$ cat config.mk
export PLATFORM = sky130hd
export DESIGN_NAME = univ_shift_reg
export DESIGN_NICKNAME = d
export VERILOG_FILES = /design/src/rtl/univ_shift_reg.sv
export SDC_FILE = /design/constraint.sdc
export NUM_CORES = 1
export LEC_CHECK = 0
export ABC_AREA = 1
export BUFFER_PORTS_ARGS = -buffer_cell sky130_fd_sc_hd__buf_2
export CORE_ASPECT_RATIO = 1.75
export CORE_MARGIN = 2
export CORE_UTILIZATION = 25
export CTS_BUF_LIST = sky130_fd_sc_hd__clkbuf_4 sky130_fd_sc_hd__clkbuf_8 sky130_fd_sc_hd__clkbuf_16
export CTS_CLUSTER_SIZE = 10
export DETAILED_ROUTE_END_ITERATION = 12
export GPL_TIMING_DRIVEN = 1
export SLEW_MARGIN = 20
export SYNTH_ARGS = -nofsm -noshare
export SYNTH_HDL_FRONTEND = slang
export SYNTH_SLANG_ARGS = --single-unit
$ cat constraint.sdc
create_clock -name clk -period 2.4 [get_ports clk]
set_input_delay 0.12 -clock clk [delete_from_list [all_inputs] [get_ports clk]]
set_output_delay 0.12 -clock clk [all_outputs]
set_load 0.05 [all_outputs]
$ cat src/rtl/univ_shift_reg.sv
// -----------------------------------------------------------------------------
// univ_shift_reg
//
// N-bit universal shift register. A single `en` cycle performs one operation
// selected by `mode` (hold, shifts, rotates, arithmetic shift right, parallel
// load, zero). A `start` pulse with a shift/rotate mode runs `count`
// consecutive operations under a small IDLE/RUN/DONE controller.
//
// Ports
//   clk     : clock, all state updates on the rising edge
//   clr     : synchronous active-high clear (aborts a burst, no `done`)
//   en      : perform one `mode` operation this cycle (idle only)
//   mode    : 0 HOLD, 1 SHL, 2 SHR, 3 ROL, 4 ROR, 5 ASR, 6 LOAD, 7 ZERO
//   Din_L   : serial input entering at the MSB end (SHR)
//   Din_R   : serial input entering at the LSB end (SHL)
//   par_in  : parallel load data
//   start   : begin a burst of `mode` operations, `count` long
//   count   : burst length (0 gives an immediate `done`)
//   q       : register contents
//   Dout_L  : q[N-1]
//   Dout_R  : q[0]
//   busy    : burst in progress
//   done    : one-cycle pulse after a burst completes
// -----------------------------------------------------------------------------
module univ_shift_reg #(
    parameter int N     = 8,
    parameter int CNT_W = 4
) (
    input  logic             clk,
    input  logic             clr,
    input  logic             en,
    input  logic [2:0]       mode,
    input  logic             Din_L,
    input  logic             Din_R,
    input  logic [N-1:0]     par_in,
    input  logic             start,
    input  logic [CNT_W-1:0] count,
    output logic [N-1:0]     q,
    output logic             Dout_L,
    output logic             Dout_R,
    output logic             busy,
    output logic             done
);

    typedef enum logic [2:0] {
        OP_HOLD = 3'd0,
        OP_SHL  = 3'd1,
        OP_SHR  = 3'd2,
        OP_ROL  = 3'd3,
        OP_ROR  = 3'd4,
        OP_ASR  = 3'd5,
        OP_LOAD = 3'd6,
        OP_ZERO = 3'd7
    } op_e;

    typedef enum logic [1:0] {
        S_IDLE = 2'd0,
        S_RUN  = 2'd1,
        S_DONE = 2'd2
    } state_e;

    state_e           state_q, state_d;
    logic [N-1:0]     q_q, q_d;
    logic [CNT_W-1:0] rem_q, rem_d;
    op_e              op_q, op_d;

    logic             mode_is_shift;

    // One operation applied to the current contents.
    function automatic logic [N-1:0] apply_op(
        input op_e          o,
        input logic [N-1:0] cur,
        input logic         dl,
        input logic         dr,
        input logic [N-1:0] pin
    );
        logic [N-1:0] r;
        case (o)
            OP_SHL:  r = {cur[N-2:0], dr};
            OP_SHR:  r = {dl, cur[N-1:1]};
            OP_ROL:  r = {cur[N-2:0], cur[N-1]};
            OP_ROR:  r = {cur[0], cur[N-1:1]};
            OP_ASR:  r = {cur[N-1], cur[N-1:1]};
            OP_LOAD: r = pin;
            OP_ZERO: r = '0;
            default: r = cur;
        endcase
        return r;
    endfunction

    // Only the shift/rotate modes can be burst; other modes ignore `start`.
    assign mode_is_shift = (mode >= 3'd1) && (mode <= 3'd5);

    always_comb begin
        // NOTE: every signal written here gets a default first so no path
        // leaves it unassigned, which would otherwise infer a latch.
        state_d = state_q;
        q_d     = q_q;
        rem_d   = rem_q;
        op_d    = op_q;

        case (state_q)
            S_RUN: begin
                // Burst inputs are frozen in op_q; serial inputs stream live.
                q_d   = apply_op(op_q, q_q, Din_L, Din_R, par_in);
                rem_d = rem_q - CNT_W'(1);
                if (rem_q == CNT_W'(1)) begin
                    state_d = S_DONE;
                end
            end

            default: begin  // S_IDLE and S_DONE behave identically
                if (start && mode_is_shift) begin
                    if (count == '0) begin
                        state_d = S_DONE;
                    end else begin
                        op_d    = op_e'(mode);
                        rem_d   = count;
                        state_d = S_RUN;
                    end
                end else begin
                    if (en) begin
                        q_d = apply_op(op_e'(mode), q_q, Din_L, Din_R, par_in);
                    end
                    state_d = S_IDLE;
                end
            end
        endcase
    end

    always_ff @(posedge clk) begin
        // NOTE: state registers use non-blocking assignments so every register
        // samples the pre-edge values regardless of statement order.
        if (clr) begin
            state_q <= S_IDLE;
            q_q     <= '0;
            rem_q   <= '0;
            op_q    <= OP_HOLD;
        end else begin
            state_q <= state_d;
            q_q     <= q_d;
            rem_q   <= rem_d;
            op_q    <= op_d;
        end
    end

    assign q      = q_q;
    assign Dout_L = q_q[N-1];
    assign Dout_R = q_q[0];
    assign busy   = (state_q == S_RUN);
    assign done   = (state_q == S_DONE);

endmodule

==> metrics.md, run 1 <==
| Metric | Value |
|---|---|
| Initial DRC Count | `78` |
| Critical Path RT | `2280 ps` |
| Die Y | `102.3 um` |
| Dpl cells | `318` |
| Site Rows | `35` |
| Total global routing overflow | `0` |
| Syn avg cell area | `6.279 um2` |
| Run status | `finished, final reports clean` |
| Vias in the first global route | `1,509` |
| Drt first pass iters | `5` |
| Vias | `1,506` |
| Slew margin rel. | `77.65%` |
| Clk root buf | `clkbuf_8` |
| Area delta synth->final | `16.39%` |
| Cts bufs inserted | `3` |
| Post-CTS Setup Bufs | `0` |
| Layout cells sized above 1 | `23.39%` |
| Routed Antenna Nets | `0` |
| Hold Slack | `107.6 ps` |
| Post-CTS sizing | `0` |
| Post-DP Area | `1559 um2` |
| Worst hold path class | `input port to register` |
| CTS sink cnt | `17` |
| CTS clk-pin slew, worst paths | `70 ps` |
| Final #Nets | `272` |
| Worst-case hold path end point | `q[7]` |
| HPWL after detailed placement | `2.928 mm` |
| Int Pwr | `0.5576 mW` |
| CP Cell Sequence | `nand2_4, inv_4, buf_2` |
| Initial antenna violation count | `0` |
| Comb pwr share | `38.2%` |
| R2R cell count | `9` |
| Sw frac | `42.26%` |
| Crit share post-route | `59.16%` |
| Total Power | `0.9657 mW` |
| # fillers | `613` |
| CP startpoint | `state_q[0]` |
| Clock share of power | `24.5%` |
| Hold Fails Final Rpt | `0` |
| H-tree levels | `1` |
| FMAX | `704.3 MHz` |
| Wirelength per Cell | `11.91 um` |
| WHS Path Cells | `2` |
| Synth Cell Area | `1381 um2` |
| Post-synthesis register bit count | `17` |
| Most frequent cells in the layout | `nand2_1, buf_2, nand3_1, inv_1, dfxtp_1` |
| Worst Tran Pin Value | `334.9 ps` |
| Seq/Total Area, Yosys | `24.64%` |
| Design Area, Final | `1608 um2` |
| Critical path peak fanout | `21` |
| Startpoint types | `register` |
| Max-slew violations | `0` |
| RePlAce Congestion | `0.8598` |
| Cell count after synthesis | `220` |
| Reg-to-reg slack, setup | `1050 ps` |
| I/O Pins | `33` |
| MaxCap Viol Count | `0` |
| Peak supply drop | `233.3 uV` |
| Static Leakage | `0.7358 nW` |
| Yosys cell types | `28` |
| Crit path DAT | `1300 ps` |
| # diodes | `0` |
| First-pass GRT wire length | `6.582 mm` |
| Post-route insts no fill | `322` |
| Hold buffer count at cts | `0` |
| Fin Clk Skew | `1.441 ps` |
| Minimum clock period | `1420 ps` |
| DRT Wirelength | `3.834 mm` |
| Syn_nets | `243` |
| FF-to-FF End | `q[0]` |
| Largest net degree at the start of global routing | `22` |
| Crit path largest cell delay | `390 ps` |
| Switching power | `0.4081 mW` |
| FF-to-FF Start | `op_q[0]` |
| RSZ-0062 raised after global routing | `no` |
| CTS tree | `built` |
| Source of the worst hold timing path | `clr` |
| Commonest non-fill, non-tap cell in the layout | `nand2_1` |
| # DRC | `0` |
| Crit Path Class | `register to primary output` |
| Slowest CP cell | `dfxtp_1` |
| Port bufs | `32` |
| Vias per std cell | `4.677` |
| Worst setup EP type | `primary output` |
| GRT Total Usage | `13.72%` |
| Worst skew pair latency | `260 ps` |
| Die width | `60.19 um` |
| Die area | `6159 um2` |
| Yosys warns | `0` |
| Core Area | `5299 um2` |
| P per Cell Area | `600.6 nW/um2` |
| Final setup vio count | `0` |
| Initial Util | `26.07%` |
| Flop pwr share | `37.2%` |
| CTS Buffer Depth | `2` |
| Setup_tns | `0 ps` |
[layout make-up]
class / instances / area, um2 / area share, %
flip-flops and latches: 17 / 340.3 / 21.17
multi-input cells: 167 / 857.1 / 53.31
clock buffers: 4 / 48.80 / 3.035
well taps: 74 / 92.59 / 5.759
inverters: 28 / 108.9 / 6.770
repair buffers: 32 / 160.2 / 9.961
[synth_stat cells]
cell       n  area share, %
o21ai_0   12            4.3
a21oi_4    3            3.5
clkinv_2   1           0.36
nor3_1     1           0.36
nand2_2    5            2.3
a21oi_1   15            5.4
nand2_1   68             18
inv_1     20            5.4
inv_2      5            1.4
nor2_4     1           0.82
dfxtp_1   17             25
a31oi_1    5            2.3
nor2_2     1           0.45
nand2_4    2            1.6
inv_4      1           0.45
nor2_1     7            1.9
nand3_2    1           0.72
xor2_1     1           0.63
o21ai_1    7            2.5
clkbuf_1   1           0.27
nand3_1   25            9.1
clkinv_1   1           0.27
ha_1       2            1.8
buf_4      2            1.1
buf_6      5            4.1
nand4_1    9            4.1
nand3_4    1            1.3
or2_2      1           0.45
[state kept, by name, indices dropped and copies added, names as in the netlist]
register	cells
rem_q	4
op_q	3
state_q	2
q	8
[cell families after synthesis]
group	after synthesis	share of synthesized area, %
compound gates	42	18.12
xor+xnor	1	0.6342
fa+ha+maj	2	1.811
buf+inv	36	13.31
flops	17	24.64
simple gates	122	41.49
[worst max-delay path by stage]
stage                       to  slack, ps  cells past startpoint
after global placement    q[7]       1090                      8
after global routing      q[0]        870                      9
after CTS                 busy        960                      3
final                     busy        980                      3
after floorplan           q[7]       1170                      6
after detailed placement  q[7]       1080                      8
[stage by stage]
stage	utilization (%)	setup WS [ps]
final	30.34	980.2
after global routing	30.34	870.1
after CTS	30.34	961.1
after detailed placement	29.42	1080
after global placement	29.42	1085
after floorplan	-	1166
[per-layer routing]
metal  vias up  wire (um)  track usage [%]
met3         9        203            2.785
met5         -          0                0
met2        40       2008            24.75
li1        778          -                -
met1       679       1527            14.66
met4         0         95            6.496
[worst max-delay path, delay by kind of cell, from the launching register on]
kind | cells | cell delay [ps]
simple gates | 1 | 130
flops | 1 | 390
buf+inv | 2 | 510
[power by group through the flow]
stage          Sequential (mW)  Clock [mW]  Combinational, mW
4_1_cts                  0.360       0.245              0.372
6_report                 0.360       0.237              0.369
3_5_place_dp             0.366           0              0.371
3_3_place_gp             0.366           0              0.369
5_1_grt                  0.365       0.252              0.418
2_1_floorplan            0.412           0              0.244
(Power assumes the default switching activity.)
==> run 2: changes to the inputs <==
- clock period: 2.4 -> 1.19 ns (I/O delays scaled with it)
==> metrics.md, run 2 (same netlist as run 1, synthesis figures left out) <==
| Metric | Value |
|---|---|
| Drt first pass iters | `4` |
| Minimum clock period | `1156 ps` |
| Post-DP Area | `1705 um2` |
| H-tree levels | `1` |
| Max-slew violations | `0` |
| CTS Buffer Depth | `2` |
| Slew margin rel. | `76.34%` |
| Die Y | `102.3 um` |
| Crit Path Class | `register to register` |
| Routed Antenna Nets | `0` |
| Die area | `6159 um2` |
| Design Area, Final | `1939 um2` |
| Crit path DAT | `1350 ps` |
| # diodes | `0` |
| Core Area | `5299 um2` |
| Initial DRC Count | `88` |
| FF-to-FF Start | `op_q[2]` |
| Run status | `finished, final reports clean` |
| First-pass GRT wire length | `6.679 mm` |
| Critical Path RT | `1380 ps` |
| Commonest non-fill, non-tap cell in the layout | `nand2_1` |
| Initial antenna violation count | `0` |
| Most frequent cells in the layout | `nand2_1, buf_2, nand3_1, inv_1, buf_4` |
| P per Cell Area | `1116 nW/um2` |
| R2R cell count | `7` |
| Worst skew pair latency | `250 ps` |
| # DRC | `0` |
| Layout cells sized above 1 | `36.76%` |
| Area delta synth->final | `40.40%` |
| RSZ-0062 raised after global routing | `yes` |
| CTS sink cnt | `17` |
| Worst hold path class | `input port to register` |
| Total global routing overflow | `0` |
| Die width | `60.19 um` |
| CP startpoint | `op_q[2]` |
| Site Rows | `35` |
| Hold Fails Final Rpt | `0` |
| Crit share post-route | `97.18%` |
| HPWL after detailed placement | `3.060 mm` |
| Crit path to | `q[2]` |
| Busiest grt layer | `met2` |
| Critical path peak fanout | `4` |
| GRT Total Usage | `13.96%` |
| Final setup vio count | `0` |
| MaxCap Viol Count | `0` |
| M1 GR Usage | `14.61%` |
| I/O Pins | `33` |
| Vias in the first global route | `1,515` |
| Static Leakage | `0.8995 nW` |
| RePlAce Congestion | `0.8862` |
| Wirelength per Cell | `12.36 um` |
| Worst setup EP type | `register` |
| Clk root buf | `clkbuf_8` |
| Final #Nets | `296` |
| Vias | `1,646` |
| Peak supply drop | `562.8 uV` |
| Largest net degree at the start of global routing | `16` |
| Hold Slack | `55.47 ps` |
| DRT Wirelength | `4.275 mm` |
| CTS clk-pin slew, worst paths | `80 ps` |
| Worst Tran Pin Value | `354.4 ps` |
| Fin Clk Skew | `1.793 ps` |
| Initial Util | `26.07%` |
| FMAX | `864.8 MHz` |
| CTS tree | `built` |
| M3 GR Usage | `2.025%` |
| Reg-to-reg slack, setup | `30 ps` |
| Startpoint types | `register` |
| M2 GR Usage | `27.51%` |
| Number of flip-flops in the largest register | `8` |
| Vias per std cell | `4.757` |
| FF-to-FF End | `q[2]` |
| Cts bufs inserted | `3` |
| Port bufs | `32` |
-- run 2: cell count changes in the layout (fill, tap and decap cells not counted), moves of 3 or more --
cell	before	now
dfxtp_1	17	9
inv_1	20	17
dfxtp_2	0	7
buf_6	0	4
inv_4	1	4
buf_12	0	3
buf_4	0	15
-- run 2: where the power goes --
part	total, mW	switching [mW]	internal (mW)
logic	0.976	0.595	0.380
registers	0.735	0.0935	0.642
clock network	0.453	0.221	0.233
total	2.16	0.909	1.25
-- run 2: what timing repair did --
action,in CTS,in global routing
hold buffers,0,0
pin swaps,0,7
buffers inserted,0,5
cloned,0,3
setup endpoints to repair,10,13
resized for setup,9,29
-- run 2: layer usage --
layer	wire length (um)	share of wire, %
met5	0	0
met4	106	2.5
met3	150	3.5
met2	2307	54
met1	1711	40
-- run 2: final cells by class --
cell class / instances / area [um2]
multi-input cells: 168 / 923.4
inverters: 28 / 120.1
clock inverters: 1 / 5.005
repair inverters: 1 / 6.256
fillers: 577 / 3359
clock buffers: 3 / 41.29
flip-flops and latches: 17 / 352.8
repair buffers: 54 / 397.9
well taps: 74 / 92.59
-- run 2: through the flow --
step	utilization (%)	std cells	setup slack, ps	power, mW	setup TNS [ps]
6_report	36.60	346	33.62	2.164	0
4_1_cts	33.34	338	0.8940	2.036	0
3_3_place_gp	32.18	334	-26.67	1.567	-52.23
5_1_grt	36.60	346	-56.38	2.302	-305.7
2_1_floorplan	-	220	22.60	1.326	0
3_5_place_dp	32.18	334	-71.50	1.573	-388.7
-- run 2: worst min path at each step --
stage | startpoint | endpoint | slack [ps] | cells after the start
finish | clr | rem_q[0] | 60 | 2
global route | clr | q[7] | 70 | 2
CTS | clr | rem_q[0] | 60 | 2
detailed placement | clr | q[7] | 340 | 2
global placement | count[2] | rem_q[2] | 330 | 3
floorplan | clr | q[7] | 130 | 1
-- run 2: critical path: stages (launching register included) --
cell	delay, ps
dfxtp_2	350
buf_6	130
a21oi_4	160
buf_6	130
nand2_1	50
nand4_1	70
o21ai_1	70
a21oi_1	140
==> run 3: changes to the inputs <==
- RECOVER_POWER: unset -> 25
- REMOVE_ABC_BUFFERS: unset -> 1
==> metrics.md, run 3 (same netlist as run 1, synthesis figures left out) <==
| Metric | Value |
|---|---|
| Crit share post-route | `101.3%` |
| Layout cells sized above 1 | `32.84%` |
| Slew margin rel. | `76.93%` |
| Routed Antenna Nets | `0` |
| CTS sink cnt | `17` |
| RePlAce Congestion | `0.7973` |
| Core Area | `5299 um2` |
| Largest net degree at the start of global routing | `16` |
| Area delta synth->final | `30.34%` |
| Port bufs | `32` |
| Fin Clk Skew | `4.709 ps` |
| Util after Layout | `33.98%` |
| Vias | `1,586` |
| Number of flip-flops in the largest register | `8` |
| Initial Util | `26.07%` |
| Die width | `60.19 um` |
| FF-to-FF End | `q[1]` |
| Worst hold path class | `input port to register` |
| Max-slew violations | `0` |
| Most frequent cells in the layout | `nand2_1, buf_2, nand3_1, inv_1, buf_4` |
| Vias in the first global route | `1,447` |
| Wirelength per Cell | `11.85 um` |
| Peak supply drop | `616.5 uV` |
| Drt first pass iters | `4` |
| Initial antenna violation count | `0` |
| Violated checks | `negative setup slack` |
| GRT Total Usage | `13.40%` |
| DRT Wirelength | `4.051 mm` |
| I/O Pins | `33` |
| Crit Path Class | `register to register` |
| FMAX | `829.9 MHz` |
| Startpoint types | `register` |
| Final setup vio count | `3` |
| Reg-to-reg slack, setup | `-10 ps` |
| P per Cell Area | `1140 nW/um2` |
| Post-DP Area | `1664 um2` |
| Run status | `finished with violations` |
| Final #Nets | `292` |
| CTS Buffer Depth | `2` |
| Commonest non-fill, non-tap cell in the layout | `nand2_1` |
| RSZ-0062 raised after global routing | `yes` |
| Minimum clock period | `1205 ps` |
| Source of the worst hold timing path | `clr` |
| Vias per std cell | `4.637` |
| CTS clk-pin slew, worst paths | `70 ps` |
| # fillers | `584` |
| Total global routing overflow | `0` |
| Clk root buf | `clkbuf_8` |
| MaxCap Viol Count | `0` |
| Crit path DAT | `1350 ps` |
| FF-to-FF Start | `state_q[1]` |
| HPWL after detailed placement | `3.042 mm` |
| Static Leakage | `0.8440 nW` |
| CTS tree | `built` |
| Critical Path RT | `1330 ps` |
| Die area | `6159 um2` |
| Initial DRC Count | `78` |
| Die Y | `102.3 um` |
| H-tree levels | `1` |
| Design Area, Final | `1800 um2` |
| Worst Tran Pin Value | `345.6 ps` |
| Site Rows | `35` |
| # DRC | `0` |
| Hold Fails Final Rpt | `0` |
| Worst skew pair latency | `260 ps` |
| Critical path peak fanout | `12` |
| Worst setup margin | `-14.89 ps` |
| Total Power | `2.052 mW` |
| WHS Path Cells | `2` |
| R2R cell count | `7` |
| First-pass GRT wire length | `6.375 mm` |
| Worst setup EP type | `register` |
| Worst-case hold path end point | `state_q[0]` |
| # diodes | `0` |
| Cts bufs inserted | `3` |
[run 3: metal layers]
metal | global-route usage (%) | wire, um | share of wire [%] | vias to the layer above
met1 | 15.04 | 1558 | 38 | 708
met5 | 0 | 0 | 0 | -
met4 | 3.761 | 52 | 1.3 | 0
met3 | 2.025 | 224 | 5.5 | 7
li1 | - | - | - | 822
met2 | 25.08 | 2216 | 55 | 49
[run 3: worst max-delay path by stage]
stage | from | end
final | state_q[1] | q[1]
after global routing | op_q[1] | q[0]
after CTS | state_q[1] | q[7]
after detailed placement | op_q[0] | q[0]
after global placement | op_q[1] | q[7]
after floorplan | q[0] | q[7]
[run 3: area by class of cell]
cell class              count  area (um2)  share of cell area (%)
clock inverters             1       5.005                  0.2780
multi-input cells         168       882.1                   48.99
well taps                  74       92.59                   5.142
repair buffers             51       316.6                   17.58
inverters                  28       113.9                   6.324
clock buffers               3       41.29                   2.293
flip-flops and latches     17       349.1                   19.39
[run 3: where the power goes]
group	switching (mW)	total [mW]	internal, mW
combinational	0.559	0.875	0.316
clock	0.218	0.451	0.233
sequential	0.0864	0.726	0.639
[run 3: metrics by stage]
step	setup WS [ps]	cells	hold slack [ps]	TNS, ps
floorplan	-372.4	212	128.6	-1265
global placement	-61.84	332	314.6	-319.5
detailed placement	-100.3	332	321.9	-624.0
CTS	-11.64	336	43.76	-34.42
global route	-88.27	342	51.16	-498.1
finish	-14.89	342	46.84	-24.83
[run 3: critical path, cell delays in order (launching register included)]
cell and delay (ps):
dfxtp_1 310, inv_2 80, nand2_4 100, inv_6 100
buf_4 180, nand4_1 120, o21ai_1 100, a21oi_1 90
[run 3: timing repair]
item                                   in CTS  in global routing
hold buffers                                0                  0
endpoints found under the hold margin       0                  0
resized for setup                           8                 16
setup endpoints to repair                   9                 10
buffers inserted                            0                  5
pin swaps                                   0                 20
gates cloned                                0                  1
